==> config.mk <==
export PLATFORM = sky130hd
export DESIGN_NAME = uart_rx
export DESIGN_NICKNAME = d
export VERILOG_FILES = /design/src/rtl/uart_pkg.sv /design/src/rtl/sync_2ff.sv /design/src/rtl/uart_rx.sv
export SDC_FILE = /design/constraint.sdc
export NUM_CORES = 1
export LEC_CHECK = 0
export BUFFER_PORTS_ARGS = -buffer_cell sky130_fd_sc_hd__buf_4
export CAP_MARGIN = 30
export CORE_MARGIN = 1.5
export CORE_UTILIZATION = 25
export CTS_CLUSTER_DIAMETER = 60
export DETAILED_ROUTE_END_ITERATION = 8
export GPL_TIMING_DRIVEN = 0
export MAX_ROUTING_LAYER = met4
export PLACE_DENSITY = 0.43
export SYNTH_ARGS = -nofsm -noshare
export SYNTH_HDL_FRONTEND = slang
export SYNTH_SLANG_ARGS = --single-unit
==> constraint.sdc <==
create_clock -name ipClk -period 3.14 [get_ports ipClk]
set_clock_uncertainty 0.05 [all_clocks]
set_input_delay 0.157 -clock ipClk [delete_from_list [all_inputs] [get_ports ipClk]]
set_output_delay 0.157 -clock ipClk [all_outputs]
set_load 0.1 [all_outputs]
==> src/rtl/uart_pkg.sv <==
// Shared UART definitions: baud divider defaults, frame bit counts, the
// receiver state encoding and a parity helper.  Used by uart_rx and by the
// companion transmitter.
//
// Build option: UART_RX_PARITY_EN adds the PARITY receiver state (8E1 frames).
package uart_pkg;

    // 50 MHz clock, 115 200 Bd
    localparam int CLK_DIV_DEFAULT  = 434;
    localparam int HALF_DIV_DEFAULT = 217;

    localparam int DATA_BITS = 8;
    localparam int STOP_BITS = 1;
    localparam int CNT_W     = 10;

    typedef enum logic [2:0] {
        IDLE      = 3'd0,
        START     = 3'd1,
        DATA      = 3'd2,
        STOP      = 3'd3,
        WAIT_IDLE = 3'd4
`ifdef UART_RX_PARITY_EN
        ,
        PARITY    = 3'd5
`endif
    } rx_state_t;

    // Even-parity bit for a data byte (1 when the byte has an odd number of ones)
    function automatic logic even_parity(input logic [7:0] data);
        return ^data;
    endfunction

endpackage

==> src/rtl/sync_2ff.sv <==
// Two-flop synchronizer for a single asynchronous bit.  Both flops reset to 1
// so an idle-high serial line does not show a false edge coming out of reset.
//
// Ports:
//   clk   - clock, rising edge
//   reset - synchronous, active-high reset
//   d     - asynchronous input
//   q     - synchronized output (2 cycles of latency)
module sync_2ff (
    input  logic clk,
    input  logic reset,
    input  logic d,
    output logic q
);

    logic meta;
    logic stable;

    // Synchronizer chain
    always_ff @(posedge clk) begin
        if (reset) begin
            meta   <= 1'b1;
            stable <= 1'b1;
        end else begin
            meta   <= d;
            stable <= meta;
        end
    end

    assign q = stable;

endmodule

==> src/rtl/uart_rx.sv <==
// UART receiver, 8N1 (8E1 when UART_RX_PARITY_EN is defined), LSB first.
// The line is synchronized, a falling edge starts a frame, the start bit is
// re-checked at its middle and every following bit is sampled one bit period
// later, i.e. at its centre.
//
// Build option: UART_RX_PARITY_EN -- adds PARITY state and opParityError.
//
// Ports:
//   ipClk         - clock, rising edge
//   ipReset       - synchronous, active-high reset
//   ipRx          - asynchronous serial line, idle high
//   opRxData      - last correctly received byte, held until the next one
//   opRxValid     - one-cycle pulse, opRxData valid in the same cycle
//   opFrameError  - one-cycle pulse when the stop bit samples low
//   opParityError - (parity build) one-cycle pulse on a parity mismatch
module uart_rx
    import uart_pkg::*;
#(
    parameter int CLK_DIV  = CLK_DIV_DEFAULT,
    parameter int HALF_DIV = HALF_DIV_DEFAULT
) (
    input  logic       ipClk,
    input  logic       ipReset,
    input  logic       ipRx,
    output logic [7:0] opRxData,
    output logic       opRxValid,
    output logic       opFrameError
`ifdef UART_RX_PARITY_EN
    ,
    output logic       opParityError
`endif
);

    localparam logic [CNT_W-1:0] HALF_END = CNT_W'(HALF_DIV - 1);
    localparam logic [CNT_W-1:0] BIT_END  = CNT_W'(CLK_DIV - 1);
    localparam logic [2:0]       LAST_BIT = 3'(DATA_BITS - 1);

    rx_state_t        state;
    rx_state_t        state_next;
    logic [CNT_W-1:0] clk_count;
    logic [2:0]       bit_index;
    logic [7:0]       shift;
    logic             rx_sync;
    logic             rx_prev;
    logic [1:0]       flush;
    logic             fall;
    logic [7:0]       rx_data;
    logic             rx_valid;
    logic             frame_error;

    // FSM action strobes
    logic cnt_clr;
    logic shift_en;
    logic set_valid;
    logic set_ferr;
`ifdef UART_RX_PARITY_EN
    logic par_chk;
    logic set_perr;
    logic par_bad;
    logic parity_error;
`endif

    sync_2ff u_sync (
        .clk   (ipClk),
        .reset (ipReset),
        .d     (ipRx),
        .q     (rx_sync)
    );

    // rx_prev is forced low until the synchronizer has flushed its reset
    // value, so a line that is already low when reset lifts never looks
    // like a fresh start edge.
    assign fall = rx_prev & ~rx_sync;

    // Edge-detect history and post-reset flush counter
    always_ff @(posedge ipClk) begin
        if (ipReset) begin
            rx_prev <= 1'b0;
            flush   <= 2'd0;
        end else begin
            if (flush == 2'd2) begin
                rx_prev <= rx_sync;
                flush   <= flush;
            end else begin
                rx_prev <= 1'b0;
                flush   <= flush + 2'd1;
            end
        end
    end

    // State register
    always_ff @(posedge ipClk) begin
        if (ipReset) begin
            state <= IDLE;
        end else begin
            state <= state_next;
        end
    end

    // Next-state logic and per-cycle action strobes
    always_comb begin
        state_next = state;
        cnt_clr    = 1'b0;
        shift_en   = 1'b0;
        set_valid  = 1'b0;
        set_ferr   = 1'b0;
`ifdef UART_RX_PARITY_EN
        par_chk    = 1'b0;
        set_perr   = 1'b0;
`endif
        case (state)
            IDLE: begin
                cnt_clr = 1'b1;
                if (fall) begin
                    state_next = START;
                end else begin
                    state_next = IDLE;
                end
            end
            START: begin
                if (clk_count == HALF_END) begin
                    cnt_clr = 1'b1;
                    // a start bit that is no longer low at its middle was a glitch
                    if (!rx_sync) begin
                        state_next = DATA;
                    end else begin
                        state_next = IDLE;
                    end
                end else begin
                    state_next = START;
                end
            end
            DATA: begin
                if (clk_count == BIT_END) begin
                    cnt_clr  = 1'b1;
                    shift_en = 1'b1;
                    if (bit_index == LAST_BIT) begin
`ifdef UART_RX_PARITY_EN
                        state_next = PARITY;
`else
                        state_next = STOP;
`endif
                    end else begin
                        state_next = DATA;
                    end
                end else begin
                    state_next = DATA;
                end
            end
`ifdef UART_RX_PARITY_EN
            PARITY: begin
                if (clk_count == BIT_END) begin
                    cnt_clr    = 1'b1;
                    par_chk    = 1'b1;
                    state_next = STOP;
                end else begin
                    state_next = PARITY;
                end
            end
`endif
            STOP: begin
                if (clk_count == BIT_END) begin
                    cnt_clr = 1'b1;
                    if (rx_sync) begin
                        state_next = IDLE;
`ifdef UART_RX_PARITY_EN
                        if (par_bad) begin
                            set_perr = 1'b1;
                        end else begin
                            set_valid = 1'b1;
                        end
`else
                        set_valid = 1'b1;
`endif
                    end else begin
                        set_ferr   = 1'b1;
                        state_next = WAIT_IDLE;
                    end
                end else begin
                    state_next = STOP;
                end
            end
            WAIT_IDLE: begin
                cnt_clr = 1'b1;
                if (rx_sync) begin
                    state_next = IDLE;
                end else begin
                    state_next = WAIT_IDLE;
                end
            end
            default: begin
                cnt_clr    = 1'b1;
                state_next = IDLE;
            end
        endcase
    end

    // Bit-period counter, bit index and shift register
    always_ff @(posedge ipClk) begin
        if (ipReset) begin
            clk_count <= {CNT_W{1'b0}};
            bit_index <= 3'd0;
            shift     <= 8'h00;
        end else begin
            if (cnt_clr) begin
                clk_count <= {CNT_W{1'b0}};
            end else begin
                clk_count <= clk_count + {{(CNT_W-1){1'b0}}, 1'b1};
            end
            if (state == IDLE) begin
                bit_index <= 3'd0;
            end else if (shift_en) begin
                bit_index <= bit_index + 3'd1;
            end else begin
                bit_index <= bit_index;
            end
            if (shift_en) begin
                shift[bit_index] <= rx_sync;
            end else begin
                shift <= shift;
            end
        end
    end

    // Registered outputs
    always_ff @(posedge ipClk) begin
        if (ipReset) begin
            rx_data     <= 8'h00;
            rx_valid    <= 1'b0;
            frame_error <= 1'b0;
        end else begin
            rx_valid    <= set_valid;
            frame_error <= set_ferr;
            if (set_valid) begin
                rx_data <= shift;
            end else begin
                rx_data <= rx_data;
            end
        end
    end

`ifdef UART_RX_PARITY_EN
    // Parity mismatch flag and its output pulse
    always_ff @(posedge ipClk) begin
        if (ipReset) begin
            par_bad      <= 1'b0;
            parity_error <= 1'b0;
        end else begin
            parity_error <= set_perr;
            if (par_chk) begin
                par_bad <= even_parity(shift) ^ rx_sync;
            end else begin
                par_bad <= par_bad;
            end
        end
    end

    assign opParityError = parity_error;
`endif

    assign opRxData     = rx_data;
    assign opRxValid    = rx_valid;
    assign opFrameError = frame_error;

endmodule

==> flow_summary.toml <==
[critical_path]
start_kind = "register"
crit_type = "reg2reg"
crit_chain = "ha_1, nand4b_1, nor3_1, o22a_1, buf_4, nor2b_1"
cpMaxStageDelayCell = "nor3_1"
path_buf_inv = 1
worstPathRequired_ns = 3.28
critPathMaxStageDelay_ns = 0.57
cp_top_family = "simple AND/OR/NAND/NOR gates"
end_kind = "register"
crit_arrival_ns = 2.12
critPathMaxFanout = 10

[job]
max-cap-violations = 0

[grt]
grt_antenna_before_repair = 0
grt_max_degree = 14
grt_pass1_vias = 1190
grt_pass1_wl_um = 5850
grt_remaining_overflow = 0
grt_use_total = 0.105

[power]
vdd.ir_drop.worst_mv = 0.215
switching_share = 0.250
p_int_mw = 0.694
clock_power_share = 0.370
p_total_mw = 0.926
switching_power_mw = 0.232
powerDensity_nw_per_um2 = 463
combinationalPowerShare = 0.069
pwr-share-seq = 0.561
leakage_nw = 0.727

[timing]
setup-tns-final_ns = 0
period_share = 0.630
hold_violations = 0
holdWs_ns = 0.154
finalCriticalPeriod_ns = 1.98
drv_slew = 0
slew_headroom = 0.603
worst-slew-pin-transition_ns = 0.591
setup_viol = 0
clock.fmax_mhz = 506
grt_setup_unrepaired = "false"

[drt]
ant_nets = 0
first_pass_iters = 4
wl_um = 3220
via_count = 1221
wl_per_cell_um = 11.6
first_iter_violations = 93
vias_per_cell = 4.39
drc = 0

[layout]
layout.nets = 209
multi_input_area_sq_um = 868
layout-drive-gt1-share = 0.149
nFillCells = 688
utilization = 0.308
design_area_sq_um = 2000
antennaDiodeCount = 0
seqCellArea_sq_um = 781
syn2layout_area_growth_pct = 16.7

[synth]
yosys_most_used_dff = "dfxtp_1"
ys_warn_count = 0
ys_seq_area_frac = 0.456
synth_fp_nets = 189
synth_top_area_share = 0.456
avgSynthCellArea_sq_um = 9.52
synthTopCellsByCount = "dfxtp_1, nor2_1, mux2i_1"
synth_top_area_cell = "dfxtp_1"
synth.ff_latch_count = 39
yosysUniqueCellTypes = 31
postSynth.asyncResetShare = 0
post-synth-top-count-cell = "dfxtp_1"
synth_edf_count = 0
synthCells = 180
syn-cell-area_sq_um = 1710
yosys-top-cells-area = "dfxtp_1, mux2i_1, nor2_1"

[clocking]
cts_buffer_depth = 2
clkSinkCount = 39
clk_latency_ns = 0.30
clk_pin_slew_ns = 0.08
cts_resized = 0
cts_setup_buffers = 0
cts_made_buffers = 5
cts_max_level = 2
cts-root-buf = "clkbuf_8"
cts_tree = "done"

[place]
numPortBuffers = 12
dpl-instance-area_sq_um = 1900
dpl.hpwl_um = 2280
gp_congestion = 0.788

[run_status]
outcome = "finished, final reports clean"

[die]
row_count = 29
die_height_um = 85.8
die_area_sq_um = 7360
coreArea_sq_um = 6490
die_w_um = 85.8
io_pins = 13
initial_core_util = 0.264

[min_path]
hp-class = "in2reg"
flip-flops by register name, indices dropped and copies added (netlist names):
| name | count |
|---|---|
| u_sync.q | 1 |
| shift | 8 |
| opRxData | 8 |
| clk_count | 10 |
| bit_index | 3 |
| state | 3 |
| rx_prev | 1 |
| u_sync.meta | 1 |
| opFrameError | 1 |
| opRxValid | 1 |
| flush | 2 |
worst paths after layout:
path	start	end	slack (ns)	cells past startpoint
max	clk_count[0]	clk_count[1]	1.16	6
min	ipReset	shift[3]	0.15	3
max reg2reg	clk_count[0]	clk_count[1]	1.16	6
min reg2reg	u_sync.meta	u_sync.q	0.38	1
per-stage QoR:
stage | std cells | setup slack, ns
3_3_place_gp | 269 | 1.12
6_report | 278 | 1.16
4_1_cts | 278 | 1.12
3_5_place_dp | 269 | 1.12
5_1_grt | 278 | 0.951
2_1_floorplan | 180 | 1.40
routing by layer:
metal / GRT usage / up-vias / routed length [um]
met5: - / - / 0
met4: 0.0484 / 0 / 72
met3: 0.0260 / 5 / 94
met2: 0.140 / 14 / 1250
met1: 0.148 / 554 / 1800
li1: - / 648 / -
cells in the final DEF, fill, tap and decap left out:
| cell | netlist | layout |
|---|---|---|
| buf_4 | 3 | 15 |
| xor2_1 | 3 | 3 |
| a32oi_1 | 1 | 1 |
| a32o_1 | 1 | 1 |
| ha_1 | 6 | 6 |
| nand3b_1 | 2 | 2 |
| or3b_2 | 1 | 1 |
| inv_1 | 4 | 4 |
| or2_2 | 3 | 3 |
| clkinvlp_4 | 0 | 2 |
| nor3_1 | 7 | 7 |
| dfxtp_1 | 39 | 39 |
| nor4_1 | 2 | 2 |
| nor4b_2 | 1 | 1 |
| nand2_1 | 6 | 6 |
| nand4b_1 | 2 | 2 |
| clkinv_2 | 0 | 1 |
| clkbuf_1 | 4 | 4 |
| o22a_1 | 1 | 1 |
| o21ai_0 | 2 | 2 |
| a21o_1 | 1 | 1 |
| or3b_1 | 1 | 1 |
| or2_1 | 1 | 1 |
| nand2b_1 | 9 | 9 |
| xnor2_1 | 7 | 7 |
| nor2b_1 | 7 | 7 |
| nand3_1 | 9 | 9 |
| nor2_1 | 32 | 32 |
| nand4_1 | 3 | 3 |
| a21oi_1 | 1 | 1 |
| buf_6 | 1 | 1 |
| nor4_4 | 1 | 1 |
| mux2i_1 | 19 | 19 |
| clkbuf_8 | 0 | 5 |
| dlygate4sd3_1 | 0 | 1 |
cells by family after synthesis:
logic type / Yosys count / synth area share
compound gates: 7 / 0.0292
xor+xnor: 10 / 0.0511
fa+ha+maj: 6 / 0.0438
buf+inv: 12 / 0.0372
flops: 39 / 0.456
mux: 19 / 0.111
simple gates: 87 / 0.272
timing repair:
item / 4_1_cts / 5_1_grt
endpoints found under the hold margin: 1 / 0
endpoints found under the setup margin: 0 / 0
hold buffers: 1 / 0
layout make-up:
class | count | share of cell area
Buffer | 8 | 0.0244
Clock buffer | 5 | 0.0344
Clock inverter | 3 | 0.0100
Inverter | 4 | 0.00751
Multi-Input combinational cell | 129 | 0.435
Sequential cell | 39 | 0.391
Tap cell | 77 | 0.0482
Timing Repair Buffer | 13 | 0.0501
worst min-delay path, cell delays in order:
cell and delay (ns):
buf_4 0.13, nand2b_1 0.11, mux2i_1 0.06
power groups by stage:
stage	Combinational (mW)	Sequential, mW	Clock [mW]
finish	0.0636	0.520	0.343
CTS	0.0654	0.520	0.355
global placement	0.0644	0.531	0
detailed placement	0.0640	0.532	0
global route	0.0777	0.522	0.381
floorplan	0.0508	0.530	0
No activity file was read; power rests on OpenSTA's default activity.
